## config.mk

```make
export PLATFORM = sky130hd
export DESIGN_NAME = pwm_ramp_sched_flat
export DESIGN_NICKNAME = d
export VERILOG_FILES = /design/src/rtl/pwm_ramp_sched_if.sv /design/src/rtl/pwm_ramp_sched.sv /design/src/flat_wrapper.sv
export SDC_FILE = /design/constraint.sdc
export NUM_CORES = 1
export LEC_CHECK = 0
export ABC_AREA = 1
export CORE_MARGIN = 3
export CORE_UTILIZATION = 40
export CTS_CLUSTER_SIZE = 16
export DETAILED_ROUTE_END_ITERATION = 12
export PLACE_DENSITY = 0.6
export SLEW_MARGIN = 20
export SYNTH_ARGS = -nofsm -noshare
export SYNTH_HDL_FRONTEND = slang
export SYNTH_SLANG_ARGS = --single-unit
export TNS_END_PERCENT = 5
```

## constraint.sdc

```tcl
create_clock -name clk -period 6.15 [get_ports clk]
set_input_delay 0.9225 -clock clk [delete_from_list [all_inputs] [get_ports clk]]
set_output_delay 0.9225 -clock clk [all_outputs]
set_load 0.005 [all_outputs]
```

## src/rtl/pwm_ramp_sched_if.sv

```systemverilog
// Register-write bus from the I2C register decoder into the ramp scheduler.
// The decoder drives the master side; the scheduler receives on the slave side.
interface pwm_ramp_sched_if #(
    parameter int AW = 2
);
    logic          wr_en;
    logic [AW-1:0] wr_addr;
    logic [1:0]    wr_sel;
    logic [15:0]   wr_data;

    modport master (output wr_en, output wr_addr, output wr_sel, output wr_data);
    modport slave  (input  wr_en, input  wr_addr, input  wr_sel, input  wr_data);
endinterface

```

## src/rtl/pwm_ramp_sched.sv

```systemverilog
// Multi-channel duty scheduler: per-channel target/step/current registers,
// one shared ramp adder swept across all channels once per prescaled tick.
module pwm_ramp_chan (
    input  logic        clk,
    input  logic        reset,
    input  logic        wr_tgt,
    input  logic        wr_step,
    input  logic        wr_cur,
    input  logic [15:0] wr_data,
    input  logic        upd,
    input  logic [15:0] upd_val,
    output logic [15:0] cur,
    output logic [15:0] tgt,
    output logic [15:0] step,
    output logic        active
);
    always_ff @(posedge clk) begin
        if (reset) begin
            cur    <= '0;
            tgt    <= '0;
            step   <= '0;
            active <= 1'b0;
        end else begin
            if (wr_tgt)  tgt  <= wr_data;
            if (wr_step) step <= wr_data;
            // A direct current write overrides a ramp result landing in the same cycle.
            if (wr_cur)   cur <= wr_data;
            else if (upd) cur <= upd_val;
            active <= (cur != tgt);
        end
    end
endmodule

module pwm_ramp_sched #(
    parameter int CHANNELS = 4,
    parameter int PRESCALE = 256,
    parameter int AW       = 2
) (
    input  logic                     clk,
    input  logic                     reset,
    pwm_ramp_sched_if.slave          wr,
    output logic [16*CHANNELS-1:0]   duty_out,
    output logic [CHANNELS-1:0]      ramp_active,
    output logic                     sweep_done
);
    localparam int PW = (PRESCALE > 1) ? $clog2(PRESCALE) : 1;

    typedef enum logic [1:0] {IDLE, SCAN, DONE} state_t;

    state_t        state_q, state_d;
    logic [AW-1:0] idx_q, idx_d;
    logic [PW-1:0] presc_q;
    logic          tick;
    logic          scan_en;

    logic [CHANNELS-1:0][15:0] cur_q, tgt_q, step_q;
    logic [15:0] sel_c, sel_t, sel_s, ramp_val;
    logic [16:0] sum, diff;

    assign tick = (presc_q == PW'(PRESCALE - 1));

    always_ff @(posedge clk) begin
        if (reset) presc_q <= '0;
        else       presc_q <= tick ? '0 : presc_q + 1'b1;
    end

    always_ff @(posedge clk) begin
        if (reset) begin
            state_q <= IDLE;
            idx_q   <= '0;
        end else begin
            state_q <= state_d;
            idx_q   <= idx_d;
        end
    end

    always_comb begin
        state_d    = state_q;
        idx_d      = idx_q;
        scan_en    = 1'b0;
        sweep_done = 1'b0;
        case (state_q)
            IDLE: if (tick) begin
                state_d = SCAN;
                idx_d   = '0;
            end
            SCAN: begin
                scan_en = 1'b1;
                if (idx_q == AW'(CHANNELS - 1)) state_d = DONE;
                else                            idx_d   = idx_q + 1'b1;
            end
            DONE: begin
                sweep_done = 1'b1;
                state_d    = IDLE;
            end
            default: state_d = IDLE;
        endcase
    end

    always_comb begin
        sel_c = '0;
        sel_t = '0;
        sel_s = '0;
        for (int i = 0; i < CHANNELS; i++) begin
            if (idx_q == AW'(i)) begin
                sel_c = cur_q[i];
                sel_t = tgt_q[i];
                sel_s = step_q[i];
            end
        end
    end

    // 17-bit sum/difference so overshoot in either direction clamps to target.
    assign sum  = {1'b0, sel_c} + {1'b0, sel_s};
    assign diff = {1'b0, sel_c} - {1'b0, sel_s};

    always_comb begin
        ramp_val = sel_c;
        if (sel_s == 16'd0)
            ramp_val = sel_t;
        else if (sel_c < sel_t)
            ramp_val = (sum >= {1'b0, sel_t}) ? sel_t : sum[15:0];
        else if (sel_c > sel_t)
            ramp_val = (diff[16] || diff[15:0] <= sel_t) ? sel_t : diff[15:0];
    end

    for (genvar g = 0; g < CHANNELS; g++) begin : g_ch
        logic hit;
        assign hit = wr.wr_en && (wr.wr_addr == AW'(g));

        pwm_ramp_chan u_chan (
            .clk     (clk),
            .reset   (reset),
            .wr_tgt  (hit && wr.wr_sel == 2'd0),
            .wr_step (hit && wr.wr_sel == 2'd1),
            .wr_cur  (hit && wr.wr_sel == 2'd2),
            .wr_data (wr.wr_data),
            .upd     (scan_en && idx_q == AW'(g)),
            .upd_val (ramp_val),
            .cur     (cur_q[g]),
            .tgt     (tgt_q[g]),
            .step    (step_q[g]),
            .active  (ramp_active[g])
        );
    end

    assign duty_out = cur_q;
endmodule

```

## src/flat_wrapper.sv

```systemverilog
// flat-port wrapper written by rule: the top's interface ports become plain ports
module pwm_ramp_sched_flat 
#(
    parameter int CHANNELS = 4,
    parameter int PRESCALE = 256,
    parameter int AW       = 2
)
  (clk, reset, duty_out, ramp_active, sweep_done, wr_wr_en, wr_wr_addr, wr_wr_sel, wr_wr_data);
  pwm_ramp_sched_if #(.AW(AW)) wr_i ();
  input  logic clk;
  input  logic reset;
  output logic [16*CHANNELS-1:0] duty_out;
  output logic [CHANNELS-1:0] ramp_active;
  output logic sweep_done;
  input wire logic [$bits(wr_i.wr_en)-1:0] wr_wr_en;
  input wire logic [$bits(wr_i.wr_addr)-1:0] wr_wr_addr;
  input wire logic [$bits(wr_i.wr_sel)-1:0] wr_wr_sel;
  input wire logic [$bits(wr_i.wr_data)-1:0] wr_wr_data;
  assign wr_i.wr_en = wr_wr_en;
  assign wr_i.wr_addr = wr_wr_addr;
  assign wr_i.wr_sel = wr_wr_sel;
  assign wr_i.wr_data = wr_wr_data;
  pwm_ramp_sched #(.CHANNELS(CHANNELS), .PRESCALE(PRESCALE), .AW(AW)) u_core (.clk(clk), .reset(reset), .wr(wr_i), .duty_out(duty_out), .ramp_active(ramp_active), .sweep_done(sweep_done));
endmodule
```

==> results_dict.tcl, run 1 <==
set metrics [dict create \
    cts_resized 0 \
    wl_per_cell_um 21.14 \
    power_leakage_uw 0.007404 \
    drive_gt1_share_pct 7.001 \
    setup_viol 0 \
    die_h_um 196.6 \
    rsz0062_at_grt "no" \
    cp.arrival_ps 6060 \
    peakVddDrop_uv 167.1 \
    final_common_cell "nand2_1" \
    drcViolationCount 0 \
    ys_top_cells_by_area "dfxtp_1 (29%), nand2_1 (9.8%), a21oi_1 (9.4%)" \
    yosysWarnings 0 \
    critPathKind "reg2reg" \
    synthesis.area_mm2 0.01453 \
    syn_nets 2332 \
    cp_max_fo 21 \
    crit_path_frequent_cell "nand2_1" \
    insertion_delay_ps 520 \
    dr.pass1.iters 6 \
    grt_max_degree 83 \
    gr-total-overflow 0 \
    dpl.hpwl_um 43330 \
    num_vias 15570 \
    io_pins 92 \
    cts_buffer_depth 3 \
    cp-end-kind "register" \
    hp-class "reg2reg" \
    fin_nets 2367 \
    max_freq_mhz 177.3 \
    worst_slew_pin_slew_ps 974.6 \
    layout_common_cells "nand2_1 (381), inv_1 (297), a21oi_1 (274)" \
    num_antenna_cells 0 \
    place_congestion 0.9765 \
    clock_skew_ps 22.17 \
    clock-sinks 208 \
    cts.reportedPaths.clkPinSlew_ps 60 \
    async_reset_ff_share_pct 0 \
    ys.flop_type "dfxtp_1" \
    startpoint_type "register" \
    ys_types 55 \
    power_density_mw_per_mm2 227.3 \
    grt_first_pass_wirelength_um 87970 \
    syn_avg_cell_area_um2 6.537 \
    area_growth_pct 13.77 \
    crit_slowest_cell "ha_1" \
    cp_data_required_time_ps 6570 \
    setup_tns_ps 0 \
    hold_viol 0 \
    grt_usage_pct 29.11 \
    synth_seq_cells 208 \
    post-route-util_pct 46.35 \
    port_buffers 91 \
    cts_tree "built" \
    synth_top_area_share_pct 28.67 \
    die_w_um 196.6 \
    synth-edff-count 0 \
    dpl_cell_area_mm2 0.01577 \
    fill_cells 3731 \
    coreArea_mm2 0.03566 \
    fp-row-count 69 \
    finalWirelength_um 57750 \
    antenna_found_initial 0 \
    dieArea_mm2 0.03864 \
    initial_utilization_pct 40.74 \
    grt_pass1_vias 14520 \
    hold_buffers 0 \
    h-tree-depth 1 \
    seq_area_frac_synth_pct 28.67 \
    synth_largest_area_cell "dfxtp_1" \
    final_cell_area_mm2 0.01653 \
    max_stage_delay_ps 480 \
    synthCells 2222 \
    drv_cap 0 \
    maxSlewHeadroom_pct 34.85 \
    vias_per_cell 5.700 \
    fin_crit_ps 5641 \
    final_antenna_net_count 0 \
    status "finished clean" \
    final_max_slew_viol_count 0 \
    finalNonFillerCells 2732 \
    numCtsBuffers 23 \
    first_iter_violations 1818 \
    final.period_utilization_pct 91.72 \
    ctsRootBufferMaster "clkbuf_16" \
    post_cts_buffers 0 \
    placedCellCount 2693 \
]
-- worst max-delay path: cells and delay by family, from the launching register on --
family	cells	cell delay, ps
buf+inv	4	550
flops	1	400
fa+ha+maj	3	990
simple gates	19	2480
compound gates	4	1080
-- logic make-up after synthesis --
family / share of synthesized area (%)
compound gates: 23.75
fa+ha+maj: 7.598
xor+xnor: 2.533
flops: 28.67
simple gates: 24.77
buf+inv: 12.69
-- through the flow --
stage	setup WS, ps	power, µW	hold slack (ps)
after floorplan	1593	2062	417.6
after global placement	423.9	2372	433.0
after detailed placement	369.2	2371	452.3
after CTS	338.9	3737	461.6
after global routing	31.13	3912	495.6
final	509.1	3757	454.1
-- registers in the layout, indices dropped and copies added (netlist names) --
register / cells
u_core.g_ch.u_chan.tgt: 64
u_core.g_ch.u_chan.cur: 64
u_core.idx_q: 2
u_core.g_ch.u_chan.step: 64
u_core.state_q: 2
u_core.g_ch.u_chan.active: 4
u_core.presc_q: 8
-- cells in the mapped netlist, types with 3 or more instances --
cell type and instances:
a21boi_1 3, xnor2_1 15, o21ai_0 234, ha_1 85
buf_6 8, nor3_1 21, nor2_2 4, o221ai_1 5
o22ai_1 57, buf_4 16, inv_2 9, o31ai_1 3
o211ai_2 3, nor4_1 10, clkinv_1 5, clkbuf_1 81
a21oi_1 274, a22oi_1 7, or2_2 13, dfxtp_1 208
o211ai_1 7, nor3_2 3, nor2_1 108, nand3_2 6
inv_1 298, nand4_1 33, buf_2 28, o2111ai_1 4
nand2_1 381, nand3_1 190, o21ai_2 6, o21ai_1 17
and2_1 6, a22oi_2 3, o21bai_1 3, nand2_2 9
nand3b_1 8, xor2_1 27
-- path summary, 6_finish.rpt --
path / to / slack, ps / start / cells past startpoint
worst max register to register: u_core.g_ch[1].u_chan.cur[0] / 510 / u_core.idx_q[0] / 30
worst min register to register: u_core.presc_q[0] / 450 / u_core.presc_q[0] / 1
worst min-delay path: u_core.presc_q[0] / 450 / u_core.presc_q[0] / 1
worst max-delay path: u_core.g_ch[1].u_chan.cur[0] / 510 / u_core.idx_q[0] / 30
-- metal layers --
layer | GRT usage, % | wire [µm] | vias up
li1 | - | - | 7491
met1 | 42.94 | 25630 | 7187
met2 | 42.38 | 23850 | 793
met3 | 3.641 | 5344 | 102
met4 | 13.10 | 2923 | 0
met5 | 0 | 0 | -
-- power by group --
| part | total [µW] | internal (µW) | switching, µW |
|---|---|---|---|
| Clock | 1390 | 808 | 581 |
| Combinational | 968 | 290 | 678 |
| Sequential | 1400 | 1380 | 22.8 |
-- final cells by class --
class | instances | area [µm²] | share of cell area, %
Sequential cell | 208 | 4164 | 25.20
Multi-Input combinational cell | 1566 | 8541 | 51.68
Tap cell | 461 | 576.8 | 3.490
Timing Repair Buffer | 145 | 1324 | 8.010
Inverter | 313 | 1187 | 7.185
Clock inverter | 7 | 93.84 | 0.5678
Clock buffer | 32 | 639.4 | 3.869
No activity file was read; power rests on OpenSTA's default activity.
==> run 2, diff against run 1 <==
Settings changed: ABC_AREA 1 to default.
==> results_dict.tcl, run 2 <==
set metrics [dict create \
    ys_types 72 \
    synth_top_area_share_pct 30.28 \
    num_antenna_cells 0 \
    status "finished clean" \
    synthCells 1881 \
    io_pins 92 \
    grt_first_pass_wirelength_um 88240 \
    syn_avg_cell_area_um2 7.311 \
    hold_viol 0 \
    area_growth_pct 26.17 \
    vias_per_cell 6.135 \
    post-route-util_pct 51.49 \
    grt_usage_pct 31.80 \
    fp-row-count 67 \
    peakVddDrop_uv 182.5 \
    synth_largest_area_cell "dfxtp_1" \
    drcViolationCount 0 \
    crit_slowest_cell "o31a_1" \
    ctsRootBufferMaster "clkbuf_16" \
    crit_path_frequent_cell "buf_4" \
    synth-edff-count 0 \
    grt_pass1_vias 13570 \
    place_congestion 1.003 \
    dpl.hpwl_um 45370 \
    final_max_slew_viol_count 0 \
    port_buffers 91 \
    synth_commonest_cells "nand2_1 (401), a21oi_1 (259), dfxtp_1 (208)" \
    final.period_utilization_pct 98.06 \
    h-tree-depth 1 \
    rsz0062_at_grt "yes" \
    cts_tree "built" \
    syn_nets 1991 \
    die_h_um 191.4 \
    startpoint_type "register" \
    drv_cap 0 \
    synth_seq_cells 208 \
    async_reset_ff_share_pct 0 \
    clock-sinks 208 \
    hp-class "reg2reg" \
    layout_common_cells "nand2_1 (399), a21oi_1 (244), dfxtp_1 (206)" \
    dr.pass1.iters 6 \
    seq_area_frac_synth_pct 30.28 \
    yosysMostFrequentCell "nand2_1" \
    coreArea_mm2 0.03370 \
    critPathKind "reg2reg" \
    cp_max_fo 24 \
    maxSlewHeadroom_pct 24.61 \
    cts.reportedPaths.clkPinSlew_ps 60 \
    setup_tns_ps 0 \
    yosysWarnings 0 \
    hold_buffers 0 \
    synthesis.area_mm2 0.01375 \
    antenna_found_initial 1 \
    power_density_mw_per_mm2 215.0 \
    first_iter_violations 1681 \
    num_vias 15300 \
    power_leakage_uw 0.006332 \
    reg_top3 "u_core.g_ch.u_chan.cur x64, u_core.g_ch.u_chan.step x64, u_core.g_ch.u_chan.tgt x64" \
    insertion_delay_ps 540 \
    numCtsBuffers 25 \
    fill_cells 3339 \
    cp_data_required_time_ps 6560 \
    cp-end-kind "register" \
    cp.arrival_ps 6440 \
    final_antenna_net_count 0 \
    setup_viol 0 \
    gr-total-overflow 0 \
    whs_ps 455.4 \
    ys.flop_type "dfxtp_1" \
    initial_utilization_pct 40.81 \
    wl_per_cell_um 24.38 \
    dieArea_mm2 0.03664 \
    die_w_um 191.4 \
    drive_gt1_share_pct 15.26 \
    ys_top_cells_by_area "dfxtp_1 (30%), nand2_1 (11%), a21oi_1 (9.4%)" \
    cts_buffer_depth 3 \
    clock_skew_ps 8.143 \
    max_stage_delay_ps 410 \
    fin_nets 2137 \
    grt_max_degree 81 \
    final_common_cell "nand2_1" \
    finalWirelength_um 60790 \
    max_freq_mhz 165.8 \
    worst_slew_pin_slew_ps 1130 \
    fin_crit_ps 6030 \
]
[run 2: what timing repair did]
action | 4_1_cts | 5_1_grt
cloned | 0 | 1
gates resized for setup | 26 | 84
buffers inserted | 0 | 16
endpoints found under the setup margin | 60 | 64
pin swaps | 4 | 56
[run 2: routing by layer]
metal  wire (µm)  global-route usage (%)  vias up
met5          11                       0        -
met4        2402                   10.58        2
met3        6972                   7.812      176
met2       25180                   45.78      891
met1       26230                   46.11     7239
li1            -                       -     6987
[run 2: layout make-up]
class                      instances  area [µm²]  area share [%]
clock inverter                    14       162.7          0.9375
clock buffer                      31       678.2           3.909
tap                              448       560.5           3.231
inverter                          45       168.9          0.9735
timing repair buffer             258        2268           13.07
sequential                       208        4167           24.01
multi-input combinational       1489        9345           53.86
[run 2: cell families after synthesis]
kind of cell	count (synthesis)	synth area share [%]
simple gates	749	24.72
compound gates	550	24.92
mux	11	0.8189
flops	208	30.28
xor+xnor	91	5.796
fa+ha+maj	87	8.025
buf+inv	185	5.441
[run 2: final timing paths]
check	from	end	slack (ps)	cells after the start
min	u_core.g_ch[2].u_chan.step[5]	u_core.g_ch[2].u_chan.step[5]	460	2
max reg2reg	u_core.idx_q[1]	u_core.g_ch[0].u_chan.cur[14]	120	28
max	u_core.idx_q[1]	u_core.g_ch[0].u_chan.cur[14]	120	28
min reg2reg	u_core.g_ch[2].u_chan.step[5]	u_core.g_ch[2].u_chan.step[5]	460	2
[run 2: power breakdown]
group | internal [µW] | total, µW | switching (µW) | leakage (µW)
Clock | 880 | 1530 | 652 | 0.000414
Combinational | 304 | 805 | 501 | 0.00424
Sequential | 1370 | 1390 | 22.8 | 0.00168
[run 2: through the flow]
stage               setup WS, ps  std cells  area [µm²]  power (µW)
CTS                        19.98       2477       16820        3597
floorplan                  2.176       1881       13770        1818
finish                     119.6       2493       17350        3731
global route              -93.32       2493       17350        3834
global placement          -113.5       2432       15880        2078
detailed placement        -287.8       2432       15880        2079
[run 2: critical path: cells and delay by family, from the launching register on]
family | cells | cell delay, ps
AOI/OAI and AO/OA | 10 | 2300
and+or+nand+nor | 6 | 990
buffers and inverters | 7 | 980
adders and majority gates | 4 | 980
DFF | 1 | 340
xor gates and xnor gates | 1 | 290
==> run 3, diff against run 2 <==
Settings changed: CORE_UTILIZATION 40 to 35, PLACE_DENSITY 0.6 to 0.54.
==> results_dict.tcl, run 3 (same netlist as run 2, synthesis figures left out) <==
set metrics [dict create \
    status "finished clean" \
    peakVddDrop_uv 200.0 \
    fin_crit_ps 5959 \
    cp_data_required_time_ps 6550 \
    layout_common_cells "nand2_1 (399), a21oi_1 (247), dfxtp_1 (207)" \
    place_congestion 0.9725 \
    drive_gt1_share_pct 14.55 \
    cts.reportedPaths.clkPinSlew_ps 60 \
    clock_skew_ps 42.68 \
    r2r_slack_ps 190 \
    setup_tns_ps 0 \
    cp-end-kind "register" \
    final_max_slew_viol_count 0 \
    area_growth_pct 26.59 \
    setup_viol 0 \
    fp-row-count 71 \
    coreArea_mm2 0.03820 \
    fin_nets 2127 \
    hold_end "u_core.g_ch[2].u_chan.step[3]" \
    io_pins 92 \
    cp_max_fo 15 \
    met2_length_um 26280 \
    hold_viol 0 \
    rr_endpoint "u_core.g_ch[1].u_chan.cur[10]" \
    wl_met1_um 27450 \
    grt_first_pass_wirelength_um 91050 \
    final_antenna_net_count 0 \
    post-route-util_pct 45.57 \
    ff2ff_path_depth 28 \
    clock-sinks 208 \
    reg_top3 "u_core.g_ch.u_chan.cur x64, u_core.g_ch.u_chan.step x64, u_core.g_ch.u_chan.tgt x64" \
    hp-class "reg2reg" \
    whs_ps 454.4 \
    hold_buffers 0 \
    crit_slowest_cell "o31ai_4" \
    cp.arrival_ps 6360 \
    insertion_delay_ps 580 \
    worst_slew_pin_slew_ps 1091 \
    rsz0062_at_grt "yes" \
    critPathKind "reg2reg" \
    num_vias 15160 \
    final_common_cell "nand2_1" \
    maxSlewHeadroom_pct 27.11 \
    met3_length_um 7098 \
    initial_utilization_pct 36.00 \
    cts_tree "built" \
    grt_pass1_vias 13960 \
    h-tree-depth 1 \
    crit_path_frequent_cell "buf_4" \
    finalWirelength_um 62970 \
    max_freq_mhz 167.8 \
    drcViolationCount 0 \
    drv_cap 0 \
    numCtsBuffers 24 \
    r2r_start "u_core.idx_q[1]" \
    antenna_found_initial 1 \
    cts_buffer_depth 3 \
    grt_max_degree 89 \
    worst_hold_path.num_cells 2 \
    port_buffers 91 \
    first_iter_violations 1530 \
    gr-total-overflow 0 \
    dr.pass1.iters 5 \
    hp-start "u_core.g_ch[2].u_chan.step[3]" \
    max_stage_delay_ps 390 \
    placedCellCount 2489 \
    dpl.hpwl_um 46040 \
    final.period_utilization_pct 96.89 \
    startpoint_type "register" \
    vias_per_cell 5.956 \
    finalNonFillerCells 2546 \
    wl_per_cell_um 24.73 \
    ctsRootBufferMaster "clkbuf_16" \
    dieArea_mm2 0.04171 \
    power_density_mw_per_mm2 218.9 \
    die_h_um 204.2 \
    power_leakage_uw 0.006315 \
    num_antenna_cells 0 \
    grt_usage_pct 28.90 \
    top_layer "met4" \
    die_w_um 204.2 \
]
[run 3: worst max path at each step]
stage                    start                             to  slack [ps]  cells after the start
2_1_floorplan  u_core.idx_q[0]  u_core.g_ch[3].u_chan.cur[15]           2                     27
3_3_place_gp   u_core.idx_q[1]  u_core.g_ch[1].u_chan.cur[14]        -110                     25
3_5_place_dp   u_core.idx_q[0]  u_core.g_ch[2].u_chan.cur[14]        -260                     26
4_1_cts        u_core.idx_q[0]  u_core.g_ch[3].u_chan.cur[15]         -60                     24
5_1_grt        u_core.idx_q[1]  u_core.g_ch[2].u_chan.cur[14]        -100                     27
6_report       u_core.idx_q[1]  u_core.g_ch[1].u_chan.cur[10]         190                     28
[run 3: cell type report]
type                       count  area (µm²)
multi-input combinational   1488        9285
fill                        3930       20790
clock buffer                  30       663.1
sequential                   208        4168
tap                          511       639.4
inverter                      45       168.9
timing repair buffer         250        2247
clock inverter                14       236.5
[run 3: repair_timing]
item                       in CTS  in global routing
resized for setup              18                 87
buffers inserted                1                  9
cloned                          1                  2
setup endpoints to repair      57                 64
pin swaps                       2                 24
hold endpoints to repair        0                  0
[run 3: worst max-delay path: cells and delay by family (launching register included)]
kind / cells / cell delay (ps)
AOI/OAI and AO/OA: 13 / 2570
xor gates and xnor gates: 1 / 260
and+or+nand+nor: 4 / 650
adders and majority gates: 3 / 720
buffers and inverters: 7 / 1220
DFF: 1 / 350
[run 3: report_power, final]
| part | switching, µW | internal, µW |
|---|---|---|
| Combinational | 490 | 286 |
| Sequential | 22.8 | 1370 |
| Clock | 656 | 986 |
| Total | 1170 | 2640 |
[run 3: metal layers]
layer / track usage [%] / vias to the layer above
met1: 40.86 / 7276
met4: 8.626 / 0
met5: 0 / -
met2: 42.28 / 791
met3: 8.696 / 141
li1: - / 6955
[run 3: per-stage QoR]
stage	cell area, µm²	setup slack [ps]	power, µW
floorplan	13770	2.176	1818
global placement	15940	-113.1	2095
detailed placement	15940	-258.5	2099
CTS	16950	-55.16	3733
global route	17410	-98.35	3914
finish	17410	191.5	3811
